`src/rtl/sha512_arb_if.sv`:
```
// Requester, engine-control and FIFO signal bundle for sha512_arb.
// SHA512_ARB_ABORT_EN adds the per-requester abort line.
interface sha512_arb_if #(
   parameter int NumReq = 2
);
   logic [NumReq-1:0]       req_start_i;
   logic [NumReq-1:0]       req_grant_o;
   logic [NumReq-1:0]       req_wvalid_i;
   logic [NumReq-1:0][63:0] req_wdata_i;
   logic [NumReq-1:0][7:0]  req_wmask_i;
   logic [NumReq-1:0]       req_wlast_i;
   logic [NumReq-1:0]       req_wready_o;
   logic [NumReq-1:0]       req_done_o;
`ifdef SHA512_ARB_ABORT_EN
   logic [NumReq-1:0]       req_abort_i;
`endif
   logic                    sha_en_o;
   logic                    hash_start_o;
   logic                    hash_process_o;
   logic                    hash_done_i;
   logic                    fifo_wvalid_o;
   logic [63:0]             fifo_wdata_o;
   logic [7:0]              fifo_wmask_o;
   logic                    fifo_wready_i;
   logic [127:0]            message_length_o;

   modport slave (
`ifdef SHA512_ARB_ABORT_EN
      input  req_abort_i,
`endif
      input  req_start_i, req_wvalid_i, req_wdata_i, req_wmask_i, req_wlast_i,
      input  hash_done_i, fifo_wready_i,
      output req_grant_o, req_wready_o, req_done_o, sha_en_o, hash_start_o,
      output hash_process_o, fifo_wvalid_o, fifo_wdata_o, fifo_wmask_o, message_length_o
   );

   modport master (
`ifdef SHA512_ARB_ABORT_EN
      output req_abort_i,
`endif
      output req_start_i, req_wvalid_i, req_wdata_i, req_wmask_i, req_wlast_i,
      output hash_done_i, fifo_wready_i,
      input  req_grant_o, req_wready_o, req_done_o, sha_en_o, hash_start_o,
      input  hash_process_o, fifo_wvalid_o, fifo_wdata_o, fifo_wmask_o, message_length_o
   );
endinterface

```
`src/rtl/sha512_arb.sv`:
```
// Round-robin session arbiter and sequencer sharing one SHA-512 engine between two requesters.
// Optional feature macro: SHA512_ARB_ABORT_EN (owner may abort a running session).
module sha512_arb #(
   parameter int NumReq = 2
) (
   input  logic        clk_i,
   input  logic        rst_i,
   sha512_arb_if.slave bus
);

`ifdef SHA512_ARB_ABORT_EN
   typedef enum logic [2:0] {
      Idle     = 3'd0,
      Start    = 3'd1,
      Stream   = 3'd2,
      Process  = 3'd3,
      WaitDone = 3'd4,
      Done     = 3'd5,
      Abort    = 3'd6
   } state_e;
   localparam state_e AbortSt = Abort;
`else
   typedef enum logic [2:0] {
      Idle     = 3'd0,
      Start    = 3'd1,
      Stream   = 3'd2,
      Process  = 3'd3,
      WaitDone = 3'd4,
      Done     = 3'd5
   } state_e;
   // Without the abort feature abort_s is tied low, so this target is never taken.
   localparam state_e AbortSt = Idle;
`endif

   function automatic logic [3:0] popcount8(input logic [7:0] mask);
      logic [3:0] cnt;
      cnt = 4'd0;
      for (int i = 0; i < 8; i++) begin
         cnt = cnt + {3'd0, mask[i]};
      end
      return cnt;
   endfunction

   function automatic logic [1:0] onehot2(input logic idx);
      return idx ? 2'b10 : 2'b01;
   endfunction

   state_e          state_r, state_s;
   logic            owner_r, owner_s;
   logic            last_owner_r, last_owner_s;
   logic [127:0]    length_r;
   logic [1:0]      grant_r, grant_s;
   logic [1:0]      done_r, done_s;
   logic            sha_en_r, sha_en_s;
   logic            hash_start_r, hash_start_s;
   logic            hash_process_r, hash_process_s;
   logic            clear_len_s, accept_s, stream_s, abort_s;
   logic            fifo_wvalid_s, wready_own_s;
   logic            own_wvalid_s, own_wlast_s;
   logic [63:0]     own_wdata_s;
   logic [7:0]      own_wmask_s;

   assign own_wvalid_s = bus.req_wvalid_i[owner_r];
   assign own_wlast_s  = bus.req_wlast_i[owner_r];
   assign own_wdata_s  = bus.req_wdata_i[owner_r];
   assign own_wmask_s  = bus.req_wmask_i[owner_r];
`ifdef SHA512_ARB_ABORT_EN
   assign abort_s      = bus.req_abort_i[owner_r];
`else
   assign abort_s      = 1'b0;
`endif

   // Next-state, arbitration and the combinational stream handshake.
   always_comb begin
      state_s       = state_r;
      owner_s       = owner_r;
      last_owner_s  = last_owner_r;
      clear_len_s   = 1'b0;
      accept_s      = 1'b0;
      stream_s      = 1'b0;
      fifo_wvalid_s = 1'b0;
      wready_own_s  = 1'b0;
      case (state_r)
         Idle: begin
            if (bus.req_start_i != 2'b00) begin
               clear_len_s = 1'b1;
               state_s     = Start;
               if (bus.req_start_i == 2'b11) begin
                  owner_s = ~last_owner_r;
               end else begin
                  owner_s = bus.req_start_i[1];
               end
            end else begin
               state_s = Idle;
            end
         end
         Start: begin
            if (abort_s) begin
               state_s = AbortSt;
            end else begin
               state_s = Stream;
            end
         end
         Stream: begin
            if (abort_s) begin
               state_s = AbortSt;
            end else begin
               stream_s = 1'b1;
               // An empty final word is swallowed here rather than written to the FIFO.
               if (own_wvalid_s && own_wlast_s && (own_wmask_s == 8'h00)) begin
                  wready_own_s = 1'b1;
                  accept_s     = 1'b1;
               end else begin
                  fifo_wvalid_s = own_wvalid_s;
                  wready_own_s  = bus.fifo_wready_i;
                  accept_s      = own_wvalid_s && bus.fifo_wready_i;
               end
               if (accept_s && own_wlast_s) begin
                  state_s = Process;
               end else begin
                  state_s = Stream;
               end
            end
         end
         Process: begin
            if (abort_s) begin
               state_s = AbortSt;
            end else begin
               state_s = WaitDone;
            end
         end
         WaitDone: begin
            if (abort_s) begin
               state_s = AbortSt;
            end else if (bus.hash_done_i) begin
               state_s = Done;
            end else begin
               state_s = WaitDone;
            end
         end
         Done: begin
            last_owner_s = owner_r;
            state_s      = Idle;
         end
`ifdef SHA512_ARB_ABORT_EN
         Abort: begin
            last_owner_s = owner_r;
            state_s      = Idle;
         end
`endif
         default: begin
            state_s = Idle;
         end
      endcase
   end

   // Control outputs decoded from the next state so they can be registered.
   always_comb begin
      sha_en_s       = (state_s != Idle) && (state_s != AbortSt);
      grant_s        = sha_en_s ? onehot2(owner_s) : 2'b00;
      hash_start_s   = (state_s == Start);
      hash_process_s = (state_s == Process);
      done_s         = (state_s == Done) ? onehot2(owner_s) : 2'b00;
   end

   // State, ownership, length counter and registered control outputs.
   always_ff @(posedge clk_i) begin
      if (rst_i) begin
         state_r        <= Idle;
         owner_r        <= 1'b0;
         last_owner_r   <= 1'b1;
         length_r       <= 128'd0;
         grant_r        <= 2'b00;
         done_r         <= 2'b00;
         sha_en_r       <= 1'b0;
         hash_start_r   <= 1'b0;
         hash_process_r <= 1'b0;
      end else begin
         state_r        <= state_s;
         owner_r        <= owner_s;
         last_owner_r   <= last_owner_s;
         if (clear_len_s) begin
            length_r <= 128'd0;
         end else if (accept_s) begin
            length_r <= length_r + {121'd0, popcount8(own_wmask_s), 3'b000};
         end else begin
            length_r <= length_r;
         end
         grant_r        <= grant_s;
         done_r         <= done_s;
         sha_en_r       <= sha_en_s;
         hash_start_r   <= hash_start_s;
         hash_process_r <= hash_process_s;
      end
   end

   assign bus.req_grant_o      = grant_r;
   assign bus.req_done_o       = done_r;
   assign bus.sha_en_o         = sha_en_r;
   assign bus.hash_start_o     = hash_start_r;
   assign bus.hash_process_o   = hash_process_r;
   assign bus.fifo_wvalid_o    = fifo_wvalid_s;
   assign bus.fifo_wdata_o     = stream_s ? own_wdata_s : 64'd0;
   assign bus.fifo_wmask_o     = stream_s ? own_wmask_s : 8'h00;
   assign bus.req_wready_o     = wready_own_s ? onehot2(owner_r) : 2'b00;
   assign bus.message_length_o = length_r;

endmodule
```
`src/flat_wrapper.sv`:
```
// flat-port wrapper written by rule: the top's interface ports become plain ports
module sha512_arb_flat 
#(
   parameter int NumReq = 2
)
  (clk_i, rst_i, bus_req_start_i, bus_req_wvalid_i, bus_req_wdata_i, bus_req_wmask_i, bus_req_wlast_i, bus_hash_done_i, bus_fifo_wready_i, bus_req_grant_o, bus_req_wready_o, bus_req_done_o, bus_sha_en_o, bus_hash_start_o, bus_hash_process_o, bus_fifo_wvalid_o, bus_fifo_wdata_o, bus_fifo_wmask_o, bus_message_length_o);
  sha512_arb_if #(.NumReq(NumReq)) bus_i ();
  input  logic clk_i;
  input  logic rst_i;
  input wire logic [$bits(bus_i.req_start_i)-1:0] bus_req_start_i;
  input wire logic [$bits(bus_i.req_wvalid_i)-1:0] bus_req_wvalid_i;
  input wire logic [$bits(bus_i.req_wdata_i)-1:0] bus_req_wdata_i;
  input wire logic [$bits(bus_i.req_wmask_i)-1:0] bus_req_wmask_i;
  input wire logic [$bits(bus_i.req_wlast_i)-1:0] bus_req_wlast_i;
  input wire logic [$bits(bus_i.hash_done_i)-1:0] bus_hash_done_i;
  input wire logic [$bits(bus_i.fifo_wready_i)-1:0] bus_fifo_wready_i;
  output wire logic [$bits(bus_i.req_grant_o)-1:0] bus_req_grant_o;
  output wire logic [$bits(bus_i.req_wready_o)-1:0] bus_req_wready_o;
  output wire logic [$bits(bus_i.req_done_o)-1:0] bus_req_done_o;
  output wire logic [$bits(bus_i.sha_en_o)-1:0] bus_sha_en_o;
  output wire logic [$bits(bus_i.hash_start_o)-1:0] bus_hash_start_o;
  output wire logic [$bits(bus_i.hash_process_o)-1:0] bus_hash_process_o;
  output wire logic [$bits(bus_i.fifo_wvalid_o)-1:0] bus_fifo_wvalid_o;
  output wire logic [$bits(bus_i.fifo_wdata_o)-1:0] bus_fifo_wdata_o;
  output wire logic [$bits(bus_i.fifo_wmask_o)-1:0] bus_fifo_wmask_o;
  output wire logic [$bits(bus_i.message_length_o)-1:0] bus_message_length_o;
  assign bus_i.req_start_i = bus_req_start_i;
  assign bus_i.req_wvalid_i = bus_req_wvalid_i;
  assign bus_i.req_wdata_i = bus_req_wdata_i;
  assign bus_i.req_wmask_i = bus_req_wmask_i;
  assign bus_i.req_wlast_i = bus_req_wlast_i;
  assign bus_i.hash_done_i = bus_hash_done_i;
  assign bus_i.fifo_wready_i = bus_fifo_wready_i;
  assign bus_req_grant_o = bus_i.req_grant_o;
  assign bus_req_wready_o = bus_i.req_wready_o;
  assign bus_req_done_o = bus_i.req_done_o;
  assign bus_sha_en_o = bus_i.sha_en_o;
  assign bus_hash_start_o = bus_i.hash_start_o;
  assign bus_hash_process_o = bus_i.hash_process_o;
  assign bus_fifo_wvalid_o = bus_i.fifo_wvalid_o;
  assign bus_fifo_wdata_o = bus_i.fifo_wdata_o;
  assign bus_fifo_wmask_o = bus_i.fifo_wmask_o;
  assign bus_message_length_o = bus_i.message_length_o;
  sha512_arb #(.NumReq(NumReq)) u_core (.clk_i(clk_i), .rst_i(rst_i), .bus(bus_i));
endmodule
```
`config.mk`:
```
export PLATFORM = sky130hd
export DESIGN_NAME = sha512_arb_flat
export DESIGN_NICKNAME = d
export VERILOG_FILES = /design/src/rtl/sha512_arb_if.sv /design/src/rtl/sha512_arb.sv /design/src/flat_wrapper.sv
export SDC_FILE = /design/constraint.sdc
export NUM_CORES = 1
export LEC_CHECK = 0
export ABC_CLOCK_PERIOD_IN_PS = 6500
export CAP_MARGIN = 25
export CORE_MARGIN = 1.5
export CORE_UTILIZATION = 40
export DETAILED_ROUTE_END_ITERATION = 10
export GPL_ROUTABILITY_DRIVEN = 0
export HOLD_SLACK_MARGIN = 0.06
export PLACE_DENSITY_LB_ADDON = 0.3
export SYNTH_ARGS = -nofsm -noshare
export SYNTH_HDL_FRONTEND = slang
export SYNTH_SLANG_ARGS = --single-unit
```
`constraint.sdc`:
```
create_clock -name clk_i -period 6.5 [get_ports clk_i]
set_clock_uncertainty 0.2 [all_clocks]
set_input_delay 1.3 -clock clk_i [delete_from_list [all_inputs] [get_ports clk_i]]
set_output_delay 1.3 -clock clk_i [all_outputs]
set_load 0.005 [all_outputs]
```
# Yosys cells after proc, flatten, opt, wreduce, memory -nomap -nowiden
# Index checks and enable logic that the tools add are counted.
[word_totals]
ff_bits = 140
latch_bits = 0
mem_bits_rw = 0
rom_bits = 0
inputBits = 154
output_inout_bits = 210
word_cells = 71
n_memories = 0
[op_classes]
add_sub_neg = 8
mul = 0
div_mod_pow = 0
n_lt_le_gt_ge = 1
n_eq_ne = 9
shifts = 0
n_mux = 30
bitwise = 3
n_reduce_logical = 11
[ops]
columns = ["op", "count"]
rows = [
  ["$mux 64", 3],
  ["$add 128x7->128", 1],
  ["$add 4x1->4", 6],
  ["$mux 8", 3],
  ["$mux 1", 20],
  ["$pmux 3 s5", 1],
  ["$eq 3x2->1 const B", 3],
  ["$eq 3x3->1 const B", 3],
  ["$logic_not 8->1", 1],
  ["$eq 3x1->1 const B", 2],
  ["$mux 2", 3],
  ["$reduce_or 2->1", 3],
  ["$logic_and 1x1->1", 4],
  ["$logic_not 3->1", 1],
  ["$not 1->1", 3],
  ["$reduce_bool 3->1", 1],
  ["$add 1x1->2", 1],
  ["$eq 2x2->1 const B", 1],
  ["$lt 1x2->1 const B", 1],
  ["$reduce_bool 2->1", 1],
]

# Depth between registers and ports, before layout
[depth]
depth_word = 12
mapped_depth = 20
mapped_depth_nobuf = 17

# Worst setup path after synthesis
# OpenSTA, ideal clock, no wires.
[synth_path]
kind = "in2reg"
start = "input port bus_req_wmask_i[8]"
end = "register u_core.length_r[115] (netlist: u_core.bus.message_length_o[115])"
setup_time_ns = 0.070
t_arrival_ns = 5.995
required_ns = 6.230
setup_slack_ns = 0.235
stages = 17
n_path_buf = 1
cell_sequence = "mux2i_1 > ha_1 > fa_1 > inv_1 > fa_1 > inv_1 > fa_1 > inv_1 > fa_1 > fa_1 > nor2b_1 > o21ai_0 > a211oi_2 > nand4_1 > clkbuf_1 > or4_1 > a21oi_1"
[synth_via]
elab_chain_len = 10
word_cells_on_any_way = 15
cone_classes = "8 x add/sub; 5 x mux; 2 x reduce/logical"
[synth_rtl]
columns = ["element", "line", "text"]
rows = [
  ["start: declaration", "flat_wrapper.sv:13", "input wire logic [$bits(bus_i.req_wmask_i)-1:0] bus_req_wmask_i;"],
  ["$mux 8 (not written as such) * (2 in a row)", "sha512_arb.sv:66", "assign own_wmask_s = bus.req_wmask_i[owner_r];"],
  ["$add 1x1->2", "sha512_arb.sv:39", "cnt = cnt + {3'd0, mask[i]};"],
  ["$add 4x1->4 (6 in a row)", "sha512_arb.sv:39", ""],
  ["$add 128x7->128", "sha512_arb.sv:185", "length_r <= length_r + {121'd0, popcount8(own_wmask_s), 3'b000};"],
  ["end signal: assignment", "sha512_arb.sv:185", ""],
  ["end signal: assignment", "sha512_arb.sv:187", "length_r <= length_r;"],
  ["end: declaration", "sha512_arb.sv:51", "logic [127:0] length_r;"],
]
# Mark *: on every way between the ends. The rest lies on a longest branch, timed or not. The select of a mux whose other input is x is not followed.
# A chain may end at the register's enable or synchronous reset.

# Final worst setup path
[layout_path]
start = "input port bus_req_wmask_i[9]"
end = "register u_core.length_r[99] (netlist: u_core.bus.message_length_o[99])"
# The elaborated chain is that of the path after synthesis.

==> impl_metrics.tcl <==
set metrics [dict create \
    hold_viol_final 0 \
    die_w_um 150 \
    crit_fanout 5 \
    numCtsBuffers 17 \
    synth_mux_area_frac 0.0942 \
    io_buffer_count 360 \
    setup_violations 0 \
    finalCriticalPeriod_ps 6290 \
    netlist_top_cells_area "dfxtp_1, mux2i_1, a21oi_1" \
    hp-class "reg2reg" \
    antenna_found_initial 2 \
    antennaDiodeCount 0 \
    crit_type "in2reg" \
    rows 53 \
    layoutNonFillerInstCount 1767 \
    max-cap-violations 0 \
    clk_latency_ps 440 \
    synthCells 1110 \
    drc 0 \
    synthAdderAreaFrac 0.0231 \
    fp.dieH_um 150 \
    outcome "finished, final reports clean" \
    fmax_mhz 159 \
    synth-edff-count 0 \
    io_pins 364 \
    synth_common_cells "dfxtp_1, nor2_1, a21oi_1" \
    synth_seq_cells 137 \
    worstMarginPinSlew_ps 1110 \
    cts_sinks 137 \
    power.leakage_nw 4.15 \
    initial_utilization 0.410 \
    grt_pass1_vias 9313 \
    pwr-share-clk 0.401 \
    synth_area_um2 8680 \
    power.density_nw_per_um2 181 \
    synthXorXnorAreaFrac 0.0242 \
    viasPerCell 5.89 \
    grt_overflow 0 \
    nNetsFinal 1647 \
    synth_top_family_by_area "simple AND/OR/NAND/NOR gates" \
    arrival_ps 6450 \
    synth_top_area_frac 0.316 \
    ys_warn_count 0 \
    power_switching_share 0.286 \
    wire_per_inst_um 20.0 \
    core_um2 21200 \
    holdBufCountCts 0 \
    synth_compound_area_frac 0.179 \
    end_kind "flip-flop" \
    area_delta_synth_final_pct 54.8 \
    avgSynthCellArea_um2 7.82 \
    holdWs_ps 285 \
    final.period_utilization 0.967 \
    yosysUniqueCellTypes 59 \
    startpoint_type "input pin" \
    drt_iter0_markers 925 \
    maxSlewViolCount 0 \
    yosys.area.top_type "dfxtp_1" \
    cp_data_required_time_ps 6670 \
    gr-usage-all-layers 0.301 \
    first_pass_iters 6 \
    die_area_um2 22600 \
    grt_pass1_wl_um 52300 \
    ant_nets 0 \
    drt_wl_total_um 35300 \
    p_sw_mw 0.693 \
    clockBufferDepth 2 \
    clockRootBuffer "clkbuf_16" \
    place_hpwl_um 27300 \
    synth_most_common_cell "dfxtp_1" \
    p_int_mw 1.73 \
    synth_seq_area_share 0.316 \
    async_flop_share 0 \
    seqPwrFrac 0.356 \
    h-tree-depth 4 \
    drive_gt1_frac 0.0751 \
    cts_tree "built" \
    dp_cells 1733 \
    grt_max_degree 78 \
    relSlewSlack 0.256 \
    vias 10415 \
    p_comb_frac 0.243 \
    clk_pin_slew_ps 60 \
    synth_flop_cell "dfxtp_1" \
    ir_drop_v 0.000158 \
    synthSimpleGateAreaFrac 0.321 \
]
## cells in the final DEF (no fill, tap or decap), types with 48 or more instances in the layout
cell type | netlist | final
nand3_1 | 48 | 48
buf_4 | 3 | 49
mux2i_1 | 76 | 75
a21oi_1 | 94 | 93
nor2_1 | 121 | 121
or3_1 | 59 | 59
nand2_1 | 76 | 74
dfxtp_1 | 137 | 136
clkdlybuf4s50_1 | 0 | 360
o21ai_0 | 56 | 55
## flip-flops by register name, summed over array words and instances, names as in the netlist
name,flops
u_core.bus.message_length_o,125
u_core.bus.hash_start_o,1
u_core.bus.req_done_o,2
u_core.bus.hash_process_o,1
u_core.bus.req_grant_o,2
u_core.bus.sha_en_o,1
u_core.owner_r,1
u_core.state_r,3
u_core.last_owner_r,1
## cell families after synthesis
kind of cell,count (synthesis)
multiplexers,81
other,1
buffers and inverters,94
AO/OA/AOI/OAI,248
XOR/XNOR,24
adder cells (fa/ha/maj),13
AND/OR/NAND/NOR,512
flip-flops,137
## repair_timing
item,CTS,global route
resized for setup,0,9
setup buffers,0,1
endpoints found under the setup margin,0,42
## stage by stage
| stage | cell area, um2 | setup slack (ps) | setup TNS, ps | utilization | power, mW |
|---|---|---|---|---|---|
| floorplan | 8680 | 235 | 0 | - | 1.17 |
| global placement | 12800 | -256 | -8710 | 0.604 | 1.46 |
| detailed placement | 12800 | -407 | -14080 | 0.604 | 1.46 |
| CTS | 13400 | 43.5 | 0 | 0.632 | 2.43 |
| global route | 13400 | -23.2 | -28.0 | 0.635 | 2.53 |
| finish | 13400 | 214 | 0 | 0.635 | 2.43 |
## final cells by class
type	instances	area, um2
Sequential cell	137	2750
Multi-Input combinational cell	881	5610
Clock buffer	18	439
Tap cell	275	344
Inverter	30	113
Timing Repair Buffer	413	4040
Fill cell	1867	7720
Clock inverter	13	146
## worst max-delay path, cell delays in order
cell             delay [ps]
clkdlybuf4s50_1         450
mux2i_1                  80
ha_1                    370
fa_1                    540
inv_1                    50
fa_1                    520
inv_1                    50
fa_1                    430
inv_1                    90
fa_1                    440
fa_2                    380
nor2b_1                 150
o21ai_2                 110
a211oi_2                260
buf_4                   190
nand4_1                 150
buf_6                   220
or4_1                   490
a21oi_2                 150
## metal layers
metal | track usage | vias to the layer above | routed length (um)
met5 | 0 | - | 26
met4 | 0.0804 | 4 | 790
met3 | 0.0806 | 69 | 3770
met2 | 0.433 | 528 | 15200
met1 | 0.438 | 4898 | 15500
li1 | - | 4916 | -
## power groups by stage
| stage | Clock [mW] | Combinational [mW] | Sequential (mW) |
|---|---|---|---|
| floorplan | 0 | 0.295 | 0.871 |
| global placement | 0 | 0.575 | 0.882 |
| detailed placement | 0 | 0.581 | 0.883 |
| CTS | 0.981 | 0.584 | 0.864 |
| global route | 1.02 | 0.642 | 0.865 |
| finish | 0.974 | 0.589 | 0.865 |
## final timing paths
path              cells past startpoint                                           from                                             to  slack [ps]
setup / recovery                     19                             bus_req_wmask_i[9]   u_core.bus.message_length_o[99]$_SDFFE_PP0P_         210
hold / removal                        2  u_core.bus.message_length_o[127]$_SDFFE_PP0P_  u_core.bus.message_length_o[127]$_SDFFE_PP0P_         280
setup reg to reg                     18                      u_core.owner_r$_SDFF_PP0_   u_core.bus.message_length_o[99]$_SDFFE_PP0P_         900
hold reg to reg                       2  u_core.bus.message_length_o[127]$_SDFFE_PP0P_  u_core.bus.message_length_o[127]$_SDFFE_PP0P_         280
No activity file was read; power rests on OpenSTA's default activity.
